File: config.mk
export PLATFORM = sky130hd
export DESIGN_NAME = morse_output_module
export DESIGN_NICKNAME = d
export VERILOG_FILES = /design/src/rtl/morse_output_module.sv
export SDC_FILE = /design/constraint.sdc
export NUM_CORES = 1
export LEC_CHECK = 0
export ABC_AREA = 1
export BUFFER_PORTS_ARGS = -buffer_cell sky130_fd_sc_hd__buf_2
export CORE_MARGIN = 2
export CORE_UTILIZATION = 30
export DETAILED_ROUTE_END_ITERATION = 6
export GPL_TIMING_DRIVEN = 1
export PLACE_DENSITY = 0.53
export SETUP_SLACK_MARGIN = 0.02
export SLEW_MARGIN = 20
export SYNTH_ARGS = -nofsm -noshare
export SYNTH_HDL_FRONTEND = slang
export SYNTH_SLANG_ARGS = --single-unit
File: constraint.sdc
create_clock -name clock -period 2.15 [get_ports clock]
set_input_delay 0.43 -clock clock [delete_from_list [all_inputs] [get_ports clock]]
set_output_delay 0.43 -clock clock [all_outputs]
set_load 0.005 [all_outputs]
File: src/rtl/morse_output_module.sv
// morse_output_module: Morse mark/space waveform generator timed by an external tick enable; optional MORSE_OUTPUT_REPEAT_EN adds a repeat input that loops the character.
module morse_output_module #(
    parameter int MAX_LEN          = 5,
    parameter int DOT_UNITS        = 1,
    parameter int DASH_UNITS       = 3,
    parameter int GAP_UNITS        = 1,
    parameter int LETTER_GAP_UNITS = 3,
    parameter int CNT_W            = 4
) (
    input  logic               clock,
    input  logic               reset,
    input  logic               tick,
    input  logic               load,
    input  logic [MAX_LEN-1:0] symbols,
    input  logic [2:0]         length,
`ifdef MORSE_OUTPUT_REPEAT_EN
    input  logic               repeat_en,
`endif
    output logic               signal_out,
    output logic               busy,
    output logic               done
);
    typedef enum logic [1:0] {IDLE, MARK, SPACE, LETTER_GAP} state_t;
    localparam logic [CNT_W-1:0] DOT_L  = CNT_W'(DOT_UNITS - 1);
    localparam logic [CNT_W-1:0] DASH_L = CNT_W'(DASH_UNITS - 1);
    localparam logic [CNT_W-1:0] GAP_L  = CNT_W'(GAP_UNITS - 1);
    localparam logic [CNT_W-1:0] LG_L   = CNT_W'(LETTER_GAP_UNITS - 1);
    state_t state_q, state_d;
    logic [CNT_W-1:0] cnt_q, cnt_d;
    logic [MAX_LEN-1:0] shift_q, shift_d;
    logic [2:0] rem_q, rem_d;
    logic sig_q, sig_d, busy_q, busy_d, done_q, done_d;
`ifdef MORSE_OUTPUT_REPEAT_EN
    logic [MAX_LEN-1:0] pat_q, pat_d;
    logic [2:0] len_q, len_d;
`endif
    logic [2:0] len_c;
    logic [CNT_W-1:0] mark_last;
    assign len_c     = (length > 3'(MAX_LEN)) ? 3'(MAX_LEN) : length;
    assign mark_last = shift_q[0] ? DASH_L : DOT_L;
    // state and registered outputs, all cleared by reset
    always_ff @(posedge clock) begin
        if (reset) begin
            state_q <= IDLE;
            cnt_q   <= '0;
            shift_q <= '0;
            rem_q   <= '0;
            sig_q   <= 1'b0;
            busy_q  <= 1'b0;
            done_q  <= 1'b0;
`ifdef MORSE_OUTPUT_REPEAT_EN
            pat_q   <= '0;
            len_q   <= '0;
`endif
        end else begin
            state_q <= state_d;
            cnt_q   <= cnt_d;
            shift_q <= shift_d;
            rem_q   <= rem_d;
            sig_q   <= sig_d;
            busy_q  <= busy_d;
            done_q  <= done_d;
`ifdef MORSE_OUTPUT_REPEAT_EN
            pat_q   <= pat_d;
            len_q   <= len_d;
`endif
        end
    end
    // next state: each mark or gap ends on the Nth tick seen in that state
    always_comb begin
        state_d = state_q;
        cnt_d   = cnt_q;
        shift_d = shift_q;
        rem_d   = rem_q;
`ifdef MORSE_OUTPUT_REPEAT_EN
        pat_d   = pat_q;
        len_d   = len_q;
`endif
        case (state_q)
            IDLE: if (load && len_c != 3'd0) begin
                state_d = MARK;
                cnt_d   = '0;
                shift_d = symbols;
                rem_d   = len_c;
`ifdef MORSE_OUTPUT_REPEAT_EN
                pat_d   = symbols;
                len_d   = len_c;
`endif
            end
            MARK: if (tick) begin
                if (cnt_q == mark_last) begin
                    cnt_d   = '0;
                    rem_d   = rem_q - 3'd1;
                    state_d = (rem_q > 3'd1) ? SPACE : LETTER_GAP;
                end else cnt_d = cnt_q + 1'b1;
            end
            SPACE: if (tick) begin
                if (cnt_q == GAP_L) begin
                    cnt_d   = '0;
                    shift_d = shift_q >> 1;
                    state_d = MARK;
                end else cnt_d = cnt_q + 1'b1;
            end
            LETTER_GAP: if (tick) begin
                if (cnt_q == LG_L) begin
                    cnt_d   = '0;
                    state_d = IDLE;
`ifdef MORSE_OUTPUT_REPEAT_EN
                    if (repeat_en) begin
                        state_d = MARK;
                        shift_d = pat_q;
                        rem_d   = len_q;
                    end
`endif
                end else cnt_d = cnt_q + 1'b1;
            end
            default: state_d = IDLE;
        endcase
    end
    // outputs derived from the upcoming state so they appear registered
    always_comb begin
        sig_d  = state_d == MARK;
        busy_d = state_d != IDLE;
        done_d = (state_q == LETTER_GAP && state_d == IDLE) || (state_q == IDLE && load && len_c == 3'd0);
    end
    assign signal_out = sig_q;
    assign busy       = busy_q;
    assign done       = done_q;
endmodule

; ---- Word level (Yosys, flattened, before mapping)
; Index checks and enable logic that the tools add are counted.
[totals]
latchBits = 0
ff_bits = 17
ram_bits = 0
in_bits = 12
mem_count = 0
elab_cells = 66
mem_bits_ro = 0
[classes]
magnitude_cmp = 2
eq_ne = 12
n_reduce_logical = 16
bitwise = 0
shifts = 0
n_div = 0
mul = 0
n_addsub = 2
muxes = 27
[op_table]
columns = cell, count
row1 = two-way mux 4 bit, 7
row2 = two-way mux 2 bit, 8
row3 = case mux 4 bit (4 select lines), 1
row4 = two-way mux 5 bit, 3
row5 = two-way mux 3 bit, 4
row6 = inequality test 2 bit (second input constant), 6
row7 = AND reduction 4 bit, 3
row8 = case mux 5 bit (2 select lines), 1
row9 = case mux 2 bit (4 select lines), 1
row10 = case mux 3 bit (2 select lines), 1
row11 = nonzero test 2 bit, 3
row12 = adder 4 x 1 -> 4 bit (second input constant), 1
row13 = == test 2 x 1 -> 1 bit (second input constant), 2
row14 = == test 2 bit (second input constant), 2
row15 = == test 4 x 2 -> 1 bit, 1
row16 = == test 4 x 2 -> 1 bit (second input constant), 1
row17 = logical AND 1 bit, 4
row18 = zero test 2 bit, 2
row19 = zero test 4 bit, 1
row20 = greater-than comparator 3 x 1 -> 1 bit (second input constant), 1
row21 = greater-than comparator 3 bit (second input constant), 1
row22 = zero test 3 bit, 1
row23 = nonzero test 3 bit, 1
row24 = subtractor 3 x 1 -> 3 bit (second input constant), 1
row25 = other kinds (2), 2

; ---- Depth between registers and ports, before layout
; Gate-level depths: netlist (run 1).
[depth]
depth_word = 9
ltp_mapped = 9
depth_no_buf = 9

; ---- Worst setup path after synthesis (run 1)
; No wires, ideal clock.
[synth_timing]
kind = input -> register
from = input port tick
to = register rem_q[1]
path_slack_ns = 0.875
arrival_ns = 1.159
path_stages = 6
n_path_buf = 1
cell_sequence = clkbuf_1 -> inv_1 -> o21ai_2 -> nand2_1 -> o21ai_0 -> nor2_1
[synth_between]
elab_chain_cells = 2
[synth_rtl]
columns = element, line_no
row1 = from (decl), 12  ; input logic tick,
row2 = inequality test 2 bit (no source line), --
row3 = AND reduction 4 bit (no source line), --
row4 = to (signal assigned), 59  ; rem_q <= rem_d;
row5 = to (decl), 31  ; logic [2:0] rem_q, rem_d;
; No other way between the ends.
; A chain may end at the register's enable or synchronous reset.

; ---- Worst setup path after layout (run 1)
[layout_timing]
from = register cnt_q[0]
to = register sig_q, in the netlist signal_out
[layout_between]
elab_chain_cells = 5
word_cells_on_any_way = 11
classes_between = eq/ne (3) / mux (7) / reduce/logical (1)
[layout_rtl]
columns = element, line_no
row1 = from (decl), 29  ; logic [CNT_W-1:0] cnt_q, cnt_d;
row2 = from (signal assigned), 57  ; cnt_q <= cnt_d;
row3 = "== test 4 x 2 -> 1 bit, or another cell as far along", 105  ; if (cnt_q == LG_L) begin
row4 = "two-way mux 2 bit, on equally long branches", "105, 91, 98"
row5 = "two-way mux 2 bit, on equally long branches", "104, 90, 97"
row6 = case mux 2 bit (4 select lines) (*), 79  ; case (state_q)
row7 = == test 2 x 1 -> 1 bit (*), 122  ; sig_d = state_d == MARK;
row8 = to (signal assigned), 60  ; sig_q <= sig_d;
row9 = to (decl), 32  ; logic sig_q, sig_d, busy_q, busy_d, done_q, done_d;
; Every way passes the cells marked *; elsewhere a longest branch is shown, timed or not.

==> impl_metrics.csv, run 1 <==
group,metric,value,unit
finish,syn_to_final_growth,14.8,%
power_and_ir_drop,ir_drop,0.000243,V
timing,setup_viol,0,
setup_path,critPathLaunchType,"flip-flop",
route,num_vias,975,
synthesis,syn-mean-instance-area,6.49,µm²
timing,finalMaxSlewViolations,0,
synthesis,ys.flop_type,"dfxtp_1",
global_route,grt_pass1_vias,870,
global_route,grt.total_usage,13.0,%
global_route,grt_max_degree,11,
synthesis,synth_area_leaders,"dfxtp_1 (34%), nand2_1 (15%), o21ai_0 (8.5%)",
power_and_ir_drop,comb_power_share,28.2,%
finish,drive_above_1_share,14.6,%
placement,post-place-ws,0.741,ns
finish,n_antenna_cell,0,
setup_path,critical_path_arrival,1.63,ns
setup_path,worst_path_max_delay_cell,"dfxtp_1",
synthesis,async_flop_share,0,%
cts,h-tree-depth,1,
power_and_ir_drop,power.share.clock,22.6,%
cts,path_clk_slew,0.10,ns
timing,finalClockSkew,0.00486,ns
route,viasPerCell,4.53,
route,drtIter0Drc,40,
route,wire_per_inst,9.97,µm
setup_path,crit_chain,"inv_1 -> ha_1 -> nand2_1 -> nand2_1 -> o21ai_0 -> nor2_1 -> nand2_1 -> nand3_1 -> nor2_1",
route,drc,0,
synthesis,ys_ff_latch,17,
outcome,status,"finished, final reports clean",
finish,layout.nets,189,
timing,fin_hold_ws,0.408,ns
timing,fin_crit,1.41,ns
global_route,antenna_found_initial,0,
synthesis,synth_top_area_share,34.0,%
run,drv_cap,0,
synthesis,synth_area,1000,µm²
setup_path,path_class,"flip-flop to flip-flop",
timing,fmax,0.709,GHz
synthesis,synthTopCellsByCount,"nand2_1 (41), inv_1 (20), dfxtp_1 (17), o21ai_0 (17), nor2_1 (13)",
power_and_ir_drop,p_seq_share,49.2,%
power_and_ir_drop,finalPower,0.751,mW
synthesis,seq_area_frac_synth,34.0,%
synthesis,synth_top_cell_by_area,"dfxtp_1",
placement,port_buffers,14,
cts,cts_made_buffers,3,
cts,cts_tree,"built",
floorplan,io_pins,15,
synthesis,yosysWarnings,0,
floorplan,die_w,61.7,µm
route,drt-pass1-iter-count,4,
timing,post-route-period-util,65.6,%
placement,post-place-cells,211,
synthesis,synthesis.nets,171,
power_and_ir_drop,p_per_area,655,nW/µm²
route,antenna_left,0,
cts,cts_setup_buffers,0,
cts,ctsResizeCount,0,
hold_path,hold_path_class,"primary input to flip-flop",
placement,place.detailed.hpwl,1730,µm
power_and_ir_drop,p_switching,0.253,mW
route,drt_wl_total,2140,µm
floorplan,die_h,61.7,µm
cts,cts-root-buf,"clkbuf_4",
timing,tightest_slew,0.377,ns
setup_path,worstSetupEndpointType,"flip-flop",
floorplan,num_rows,20,
floorplan,core-area,3100,µm²
power_and_ir_drop,p_leak,0.560,nW
synthesis,yosysMostFrequentCell,"nand2_1",
timing,rsz0062_at_grt,"no",
setup_path,max_stage_delay,0.40,ns
placement,place_congestion,0.860,
global_route,grt_pass1_wl,3590,µm
synthesis,netlist_instances,154,
timing,finalWorstSetupSlack,0.739,ns
synthesis,synth-edff-count,0,
setup_path,worstPathRequired,2.37,ns
floorplan,die_area,3810,µm²
cts,clkLatencyLatePin,0.28,ns
power_and_ir_drop,switching_share,33.6,%
synthesis,yosysUniqueCellTypes,19,
finish,fin_cells,215,
timing,final.setup.tns,0,ns
cts,cts_hold_buffers,0,
setup_path,cpMostUsedCell,"nand2_1",
power_and_ir_drop,internal_power,0.499,mW
cts,cts_sinks,17,
setup_path,cp_max_fo,5,
timing,relSlewSlack,74.6,%
global_route,overflow,0,
timing,hold_viol,0,
cts,clk_path_buf_depth,2,
floorplan,initial_core_util,32.2,%
==> through the flow <==
step / area, µm² / utilization, %
after floorplan: 1000 / -
after global placement: 1120 / 36.1
after detailed placement: 1120 / 36.1
after CTS: 1150 / 37.0
after global routing: 1150 / 37.0
final: 1150 / 37.0
==> layout by cell type, fill, tap and decap left out <==
master	Yosys	layout
nand2_1	41	41
inv_1	20	20
o21ai_0	17	17
dfxtp_1	17	17
buf_2	0	14
nor2_1	13	13
nand3_1	12	12
a21oi_1	12	12
ha_1	5	5
inv_2	3	3
nand4_1	3	3
clkbuf_4	0	3
nor2_2	2	2
xnor2_1	2	2
o21bai_1	1	1
nor2_4	1	1
nand2_2	1	1
xor2_1	1	1
o21a_1	1	1
o21ai_2	1	1
clkbuf_1	1	1
==> worst max-delay path, delay by kind of cell, from the launching register on <==
kind / cells / cell delay, ns
DFF: 1 / 0.40
adders and majority gates: 1 / 0.22
buffers and inverters: 1 / 0.11
and+or+nand+nor: 6 / 0.52
AOI/OAI and AO/OA: 1 / 0.09
==> cell families after synthesis <==
logic type	Yosys count	synth area share (%)
adder cells (fa/ha/maj)	5	6.26
AO/OA/AOI/OAI	32	16.9
AND/OR/NAND/NOR	73	31.2
flip-flops	17	34.0
buffers and inverters	24	9.01
XOR/XNOR	3	2.63
==> routing by layer <==
metal	part of all wire [%]	vias to the layer above	GRT usage, %
met5	0	-	0
met4	0.93	0	5.47
met3	3.2	2	1.86
met2	50	12	22.4
met1	46	435	16.1
li1	-	526	-
==> state kept, by name, summed over array words and instances, names as in the netlist <==
register    cells
rem_q           3
cnt_q           4
busy            1
shift_q         5
signal_out      1
state_q         2
done            1
==> area by class of cell <==
type	count	area [µm²]
Fill cell	362	1960
Multi-Input combinational cell	113	569
Sequential cell	17	340
Inverter	23	86.3
Timing Repair Buffer	14	70.1
Tap cell	44	55.1
Clock buffer	4	26.3
==> worst paths after layout <==
check	slack [ns]	cells past startpoint	end	startpoint
worst min register to register	0.46	2	shift_q[2]	shift_q[2]
worst max-delay path	0.74	9	signal_out	cnt_q[0]
worst max register to register	0.74	9	signal_out	cnt_q[0]
worst min-delay path	0.41	2	cnt_q[1]	reset
==> power by group through the flow <==
stage	Sequential (mW)	Clock [mW]	Combinational, mW
floorplan	0.375	0	0.154
global placement	0.376	0	0.209
detailed placement	0.377	0	0.213
CTS	0.370	0.180	0.214
global route	0.373	0.195	0.247
finish	0.369	0.170	0.212
(Power assumes the default switching activity.)
==> run 2, diff against run 1 <==
- clock period: 2.15 -> 1.4 ns (I/O delays scaled with it)
==> run 2 against run 1 <==
Via count increased by 1.3%. Wire length decreased by 1.3%. Utilization increased by 2.3 points. Largest power group unchanged. First-iteration DRC count decreased by 15%. Final cell count increased by 2.3%. Clock power increased by 63%. Flip-flop and latch count unchanged. Combinational power increased by 68%. Global-route usage decreased by 0.35 points. Total power increased by 60%. Sequential share of layout area decreased by 1.1 points.
==> impl_metrics.csv, run 2 (same netlist as run 1, synthesis figures left out) <==
group,metric,value,unit
global_route,grt.total_usage,12.6,%
setup_path,worstSetupEndpointType,"flip-flop",
timing,fin_crit,1.28,ns
timing,post-route-period-util,91.3,%
route,drt_wl_total,2120,µm
power_and_ir_drop,p_leak,0.597,nW
timing,setup_viol,0,
floorplan,num_rows,20,
power_and_ir_drop,switching_share,34.9,%
timing,tightest_slew,0.456,ns
finish,layout.nets,194,
power_and_ir_drop,p_switching,0.419,mW
setup_path,path_class,"flip-flop to flip-flop",
finish,fin_cells,220,
floorplan,core-area,3100,µm²
placement,place.detailed.hpwl,1640,µm
route,num_vias,988,
global_route,overflow,0,
placement,post-place-cells,214,
timing,relSlewSlack,69.3,%
power_and_ir_drop,internal_power,0.782,mW
cts,cts-root-buf,"clkbuf_4",
finish,largest_reg_flops,5,
placement,port_buffers,14,
timing,rsz0062_at_grt,"no",
setup_path,worstPathRequired,1.59,ns
timing,fmax,0.783,GHz
placement,dpl_cell_area,1140,µm²
outcome,status,"finished, final reports clean",
route,drtIter0Drc,34,
power_and_ir_drop,comb_power_share,29.7,%
global_route,antenna_found_initial,0,
cts,h-tree-depth,1,
finish,drive_above_1_share,23.3,%
floorplan,initial_core_util,32.2,%
setup_path,r2r_cells,9,
setup_path,r2r_end,"busy",
global_route,grt_pass1_vias,862,
cts,path_clk_slew,0.12,ns
finish,syn_to_final_growth,22.0,%
setup_path,critical_path_arrival,1.47,ns
setup_path,setup.worst_path.start,"cnt_q[0]",
floorplan,die_area,3810,µm²
timing,finalClockSkew,0.0124,ns
timing,fin_hold_ws,0.219,ns
setup_path,cp_max_fo,5,
timing,finalMaxSlewViolations,0,
cts,clkLatencyLatePin,0.30,ns
setup_path,rrSetupSlack,0.12,ns
route,viasPerCell,4.49,
run,drv_cap,0,
finish,reg_top3,"shift_q (5), cnt_q (4), rem_q (3)",
hold_path,min_path_cells,2,
cts,cts_sinks,17,
route,wire_per_inst,9.62,µm
power_and_ir_drop,p_seq_share,47.2,%
route,antenna_left,0,
timing,hold_viol,0,
finish,n_antenna_cell,0,
setup_path,critPathLaunchType,"flip-flop",
cts,cts_made_buffers,3,
cts,cts_hold_buffers,0,
setup_path,crit_end,"busy",
floorplan,die_h,61.7,µm
timing,final.setup.tns,0,ns
finish,final_common_cell,"nand2_1",
cts,clk_path_buf_depth,2,
cts,cts_tree,"built",
power_and_ir_drop,p_per_area,985,nW/µm²
setup_path,timing.rr.start,"cnt_q[0]",
power_and_ir_drop,power.share.clock,23.1,%
finish,regMostFlops,"shift_q",
finish,most-common-layout-cells,"nand2_1 (40), inv_1 (18), buf_2 (14)",
route,drc,0,
placement,place_congestion,0.824,
power_and_ir_drop,ir_drop,0.000294,V
floorplan,io_pins,15,
hold_path,hold_path_class,"primary input to flip-flop",
global_route,grt_max_degree,11,
finish,final_area,1220,µm²
power_and_ir_drop,finalPower,1.20,mW
global_route,grt_pass1_wl,3530,µm
floorplan,die_w,61.7,µm
route,drt-pass1-iter-count,4,
## run 2: changes by cell type in the layout (fill, tap and decap cells not counted), sizes merged
cell	before	now
buf	14	19
clkbuf	4	3
clkinv	0	1
## run 2: critical path, cell delays in order, from the launching register on
cell	delay, ns
dfxtp_2	0.34
inv_2	0.08
ha_1	0.17
nand2_1	0.07
nand2_1	0.09
o21ai_0	0.09
nor2_1	0.11
nand2_1	0.06
nand3_1	0.10
nand2_1	0.06
## run 2: cell type report
| type | count | area [µm²] |
|---|---|---|
| clock buffer | 3 | 22.5 |
| clock inverter | 1 | 5.00 |
| fill | 357 | 1880 |
| inverter | 23 | 86.3 |
| multi-input combinational | 113 | 596 |
| sequential | 17 | 348 |
| tap | 44 | 55.1 |
| timing repair buffer | 19 | 108 |
## run 2: layer usage
metal | vias to the layer above | track usage (%) | routed length, µm
met1 | 427 | 15.9 | 1030
met4 | 0 | 6.38 | 18
met5 | - | 0 | 0
li1 | 537 | - | -
met3 | 2 | 2.48 | 86
met2 | 22 | 20.6 | 986
## run 2: per-stage QoR
stage | setup slack, ns | util (%)
global placement | 0.0613 | 36.9
finish | 0.122 | 39.3
global route | 0.00525 | 39.3
detailed placement | 0.0503 | 36.9
floorplan | 0.186 | -
CTS | 0.0335 | 37.8
## run 2: worst min path at each step
stage,start,to,slack (ns)
floorplan,reset,cnt_q[1],0.35
global placement,shift_q[2],shift_q[2],0.45
detailed placement,shift_q[2],shift_q[2],0.45
CTS,reset,cnt_q[1],0.23
global route,reset,cnt_q[1],0.21
finish,reset,cnt_q[1],0.22
## run 2: repair_timing
item	4_1_cts	5_1_grt
resized for setup	1	18
endpoints found under the hold margin	0	0
pin swaps	0	1
endpoints found under the setup margin	2	15
setup buffers	0	2
## run 2: power groups by stage
stage | Clock (mW) | Combinational [mW] | Sequential, mW
floorplan | 0 | 0.237 | 0.576
global placement | 0 | 0.339 | 0.577
detailed placement | 0 | 0.340 | 0.577
CTS | 0.289 | 0.342 | 0.566
global route | 0.321 | 0.412 | 0.573
finish | 0.277 | 0.357 | 0.567
==> run 3, diff against run 2 <==
- SKIP_LAST_GASP: unset -> 1
- clock period: 1.4 -> 1.5 ns (I/O delays scaled with it)
==> run 3 against run 2 <==
Non-clock buffer count is 4 lower. Utilization is 2.0 points lower. Critical path depth is 2 lower. Setup slack better by 0.059 ns. Die area stayed put. Final cell count is 1.8% lower. First-iteration DRC count is 21% higher. Flip-flop and latch count stayed put. Design area is 5.0% lower. Critical path type unchanged. Total power is 9.4% lower. Clock-buffer cell count is 1 higher.
==> impl_metrics.csv, run 3 (same netlist as run 1, synthesis figures left out) <==
group,metric,value,unit
outcome,status,"finished, final reports clean",
route,wire_per_inst,10.0,µm
cts,h-tree-depth,1,
route,wl_met3,113,µm
global_route,overflow,0,
power_and_ir_drop,power.share.clock,23.2,%
timing,final.setup.tns,0,ns
finish,final_common_cell,"nand2_1",
finish,reg_top3,"shift_q (5), cnt_q (4), rem_q (3)",
power_and_ir_drop,p_leak,0.567,nW
global_route,antenna_found_initial,0,
finish,drive_above_1_share,17.4,%
setup_path,setup.worst_path.start,"cnt_q[1]",
cts,cts_sinks,17,
finish,n_antenna_cell,0,
placement,place.detailed.hpwl,1760,µm
placement,place_congestion,0.919,
timing,post-route-period-util,87.9,%
setup_path,worstPathRequired,1.69,ns
power_and_ir_drop,internal_power,0.719,mW
setup_path,critical_path_arrival,1.51,ns
finish,largest_reg_flops,5,
timing,hold_viol,0,
floorplan,die_area,3810,µm²
placement,port_buffers,14,
hold_path,min_path_cells,2,
floorplan,core-area,3100,µm²
cts,clkLatencyLatePin,0.29,ns
route,highest-signal-layer,"met4",
setup_path,r2r_cells,7,
floorplan,initial_core_util,32.2,%
route,drtIter0Drc,41,
power_and_ir_drop,ir_drop,0.000454,V
global_route,grt_pass1_wl,3640,µm
timing,finalMaxSlewViolations,0,
finish,layout.nets,190,
power_and_ir_drop,switching_share,33.9,%
route,num_vias,992,
power_and_ir_drop,finalPower,1.09,mW
route,drt_wl_total,2170,µm
finish,regMostFlops,"shift_q",
timing,setup_viol,0,
setup_path,cp_max_fo,10,
timing,fmax,0.758,GHz
power_and_ir_drop,p_switching,0.369,mW
timing,tightest_slew,0.392,ns
setup_path,critPathLaunchType,"flip-flop",
cts,cts-root-buf,"clkbuf_4",
timing,finalClockSkew,0.00145,ns
route,drc,0,
run,drv_cap,0,
timing,relSlewSlack,73.6,%
cts,cts_tree,"built",
floorplan,io_pins,15,
global_route,grt.total_usage,13.1,%
setup_path,path_class,"flip-flop to flip-flop",
finish,most-common-layout-cells,"nand2_1 (41), inv_1 (19), o21ai_0 (17)",
timing,rsz0062_at_grt,"yes",
setup_path,timing.rr.start,"cnt_q[1]",
cts,path_clk_slew,0.10,ns
cts,cts_made_buffers,3,
setup_path,worstSetupEndpointType,"flip-flop",
route,drt-pass1-iter-count,4,
floorplan,die_w,61.7,µm
floorplan,die_h,61.7,µm
route,wl_met1,998,µm
power_and_ir_drop,p_seq_share,48.7,%
hold_path,min_from,"reset",
route,viasPerCell,4.59,
hold_path,hold_path_class,"primary input to flip-flop",
route,wl_met2,1020,µm
finish,syn_to_final_growth,15.9,%
global_route,grt_pass1_vias,891,
cts,clk_path_buf_depth,2,
global_route,grt_max_degree,11,
timing,fin_crit,1.32,ns
power_and_ir_drop,comb_power_share,28.0,%
route,antenna_left,0,
power_and_ir_drop,p_per_area,939,nW/µm²
floorplan,num_rows,20,
[run 3: layer usage]
layer  up-vias  GRT usage, %
met5         -             0
met4         0          5.78
li1        530             -
met2        28          22.4
met1       430          15.1
met3         4          3.73
[run 3: critical path, stage by stage (launching register included)]
cell and delay [ns]:
dfxtp_2 0.37, inv_1 0.09, ha_1 0.17, nand4_1 0.10, nand2_1 0.11, nand2_2 0.13
o21ai_0 0.19, a21oi_1 0.06
[run 3: layout make-up]
cell class                      count  area, µm²
Clock buffer                        4       26.3
Fill cell                         362       1940
Inverter                           23       86.3
Multi-Input combinational cell    113        569
Sequential cell                    17        344
Tap cell                           44       55.1
Timing Repair Buffer               15       77.6
[run 3: timing repair]
action / CTS / global route
resized for setup: 0 / 4
hold buffers: 0 / 0
setup endpoints to repair: 0 / 14
setup buffers: 0 / 0
[run 3: power by group through the flow]
stage          registers, mW  clock network (mW)  logic [mW]
2_1_floorplan          0.537                   0       0.221
3_3_place_gp           0.541                   0       0.302
4_1_cts                0.531               0.268       0.309
5_1_grt                0.538               0.293       0.355
6_report               0.530               0.253       0.305
3_5_place_dp           0.541                   0       0.307
[run 3: per-stage QoR]
stage | hold slack (ns) | util [%] | instance area, µm² | std cells | setup slack (ns)
detailed placement | 0.443 | 36.4 | 1130 | 212 | 0.116
global placement | 0.446 | 36.4 | 1130 | 212 | 0.117
global route | 0.262 | 37.3 | 1160 | 216 | 0.0163
floorplan | 0.369 | - | 1000 | 154 | 0.286
CTS | 0.260 | 37.2 | 1150 | 216 | 0.0859
finish | 0.259 | 37.3 | 1160 | 216 | 0.181
[run 3: path summary, 6_finish.rpt]
kind / endpoint / slack [ns]
max: shift_q[2] / 0.18
min: cnt_q[1] / 0.26
max reg2reg: shift_q[2] / 0.18
min reg2reg: shift_q[2] / 0.46
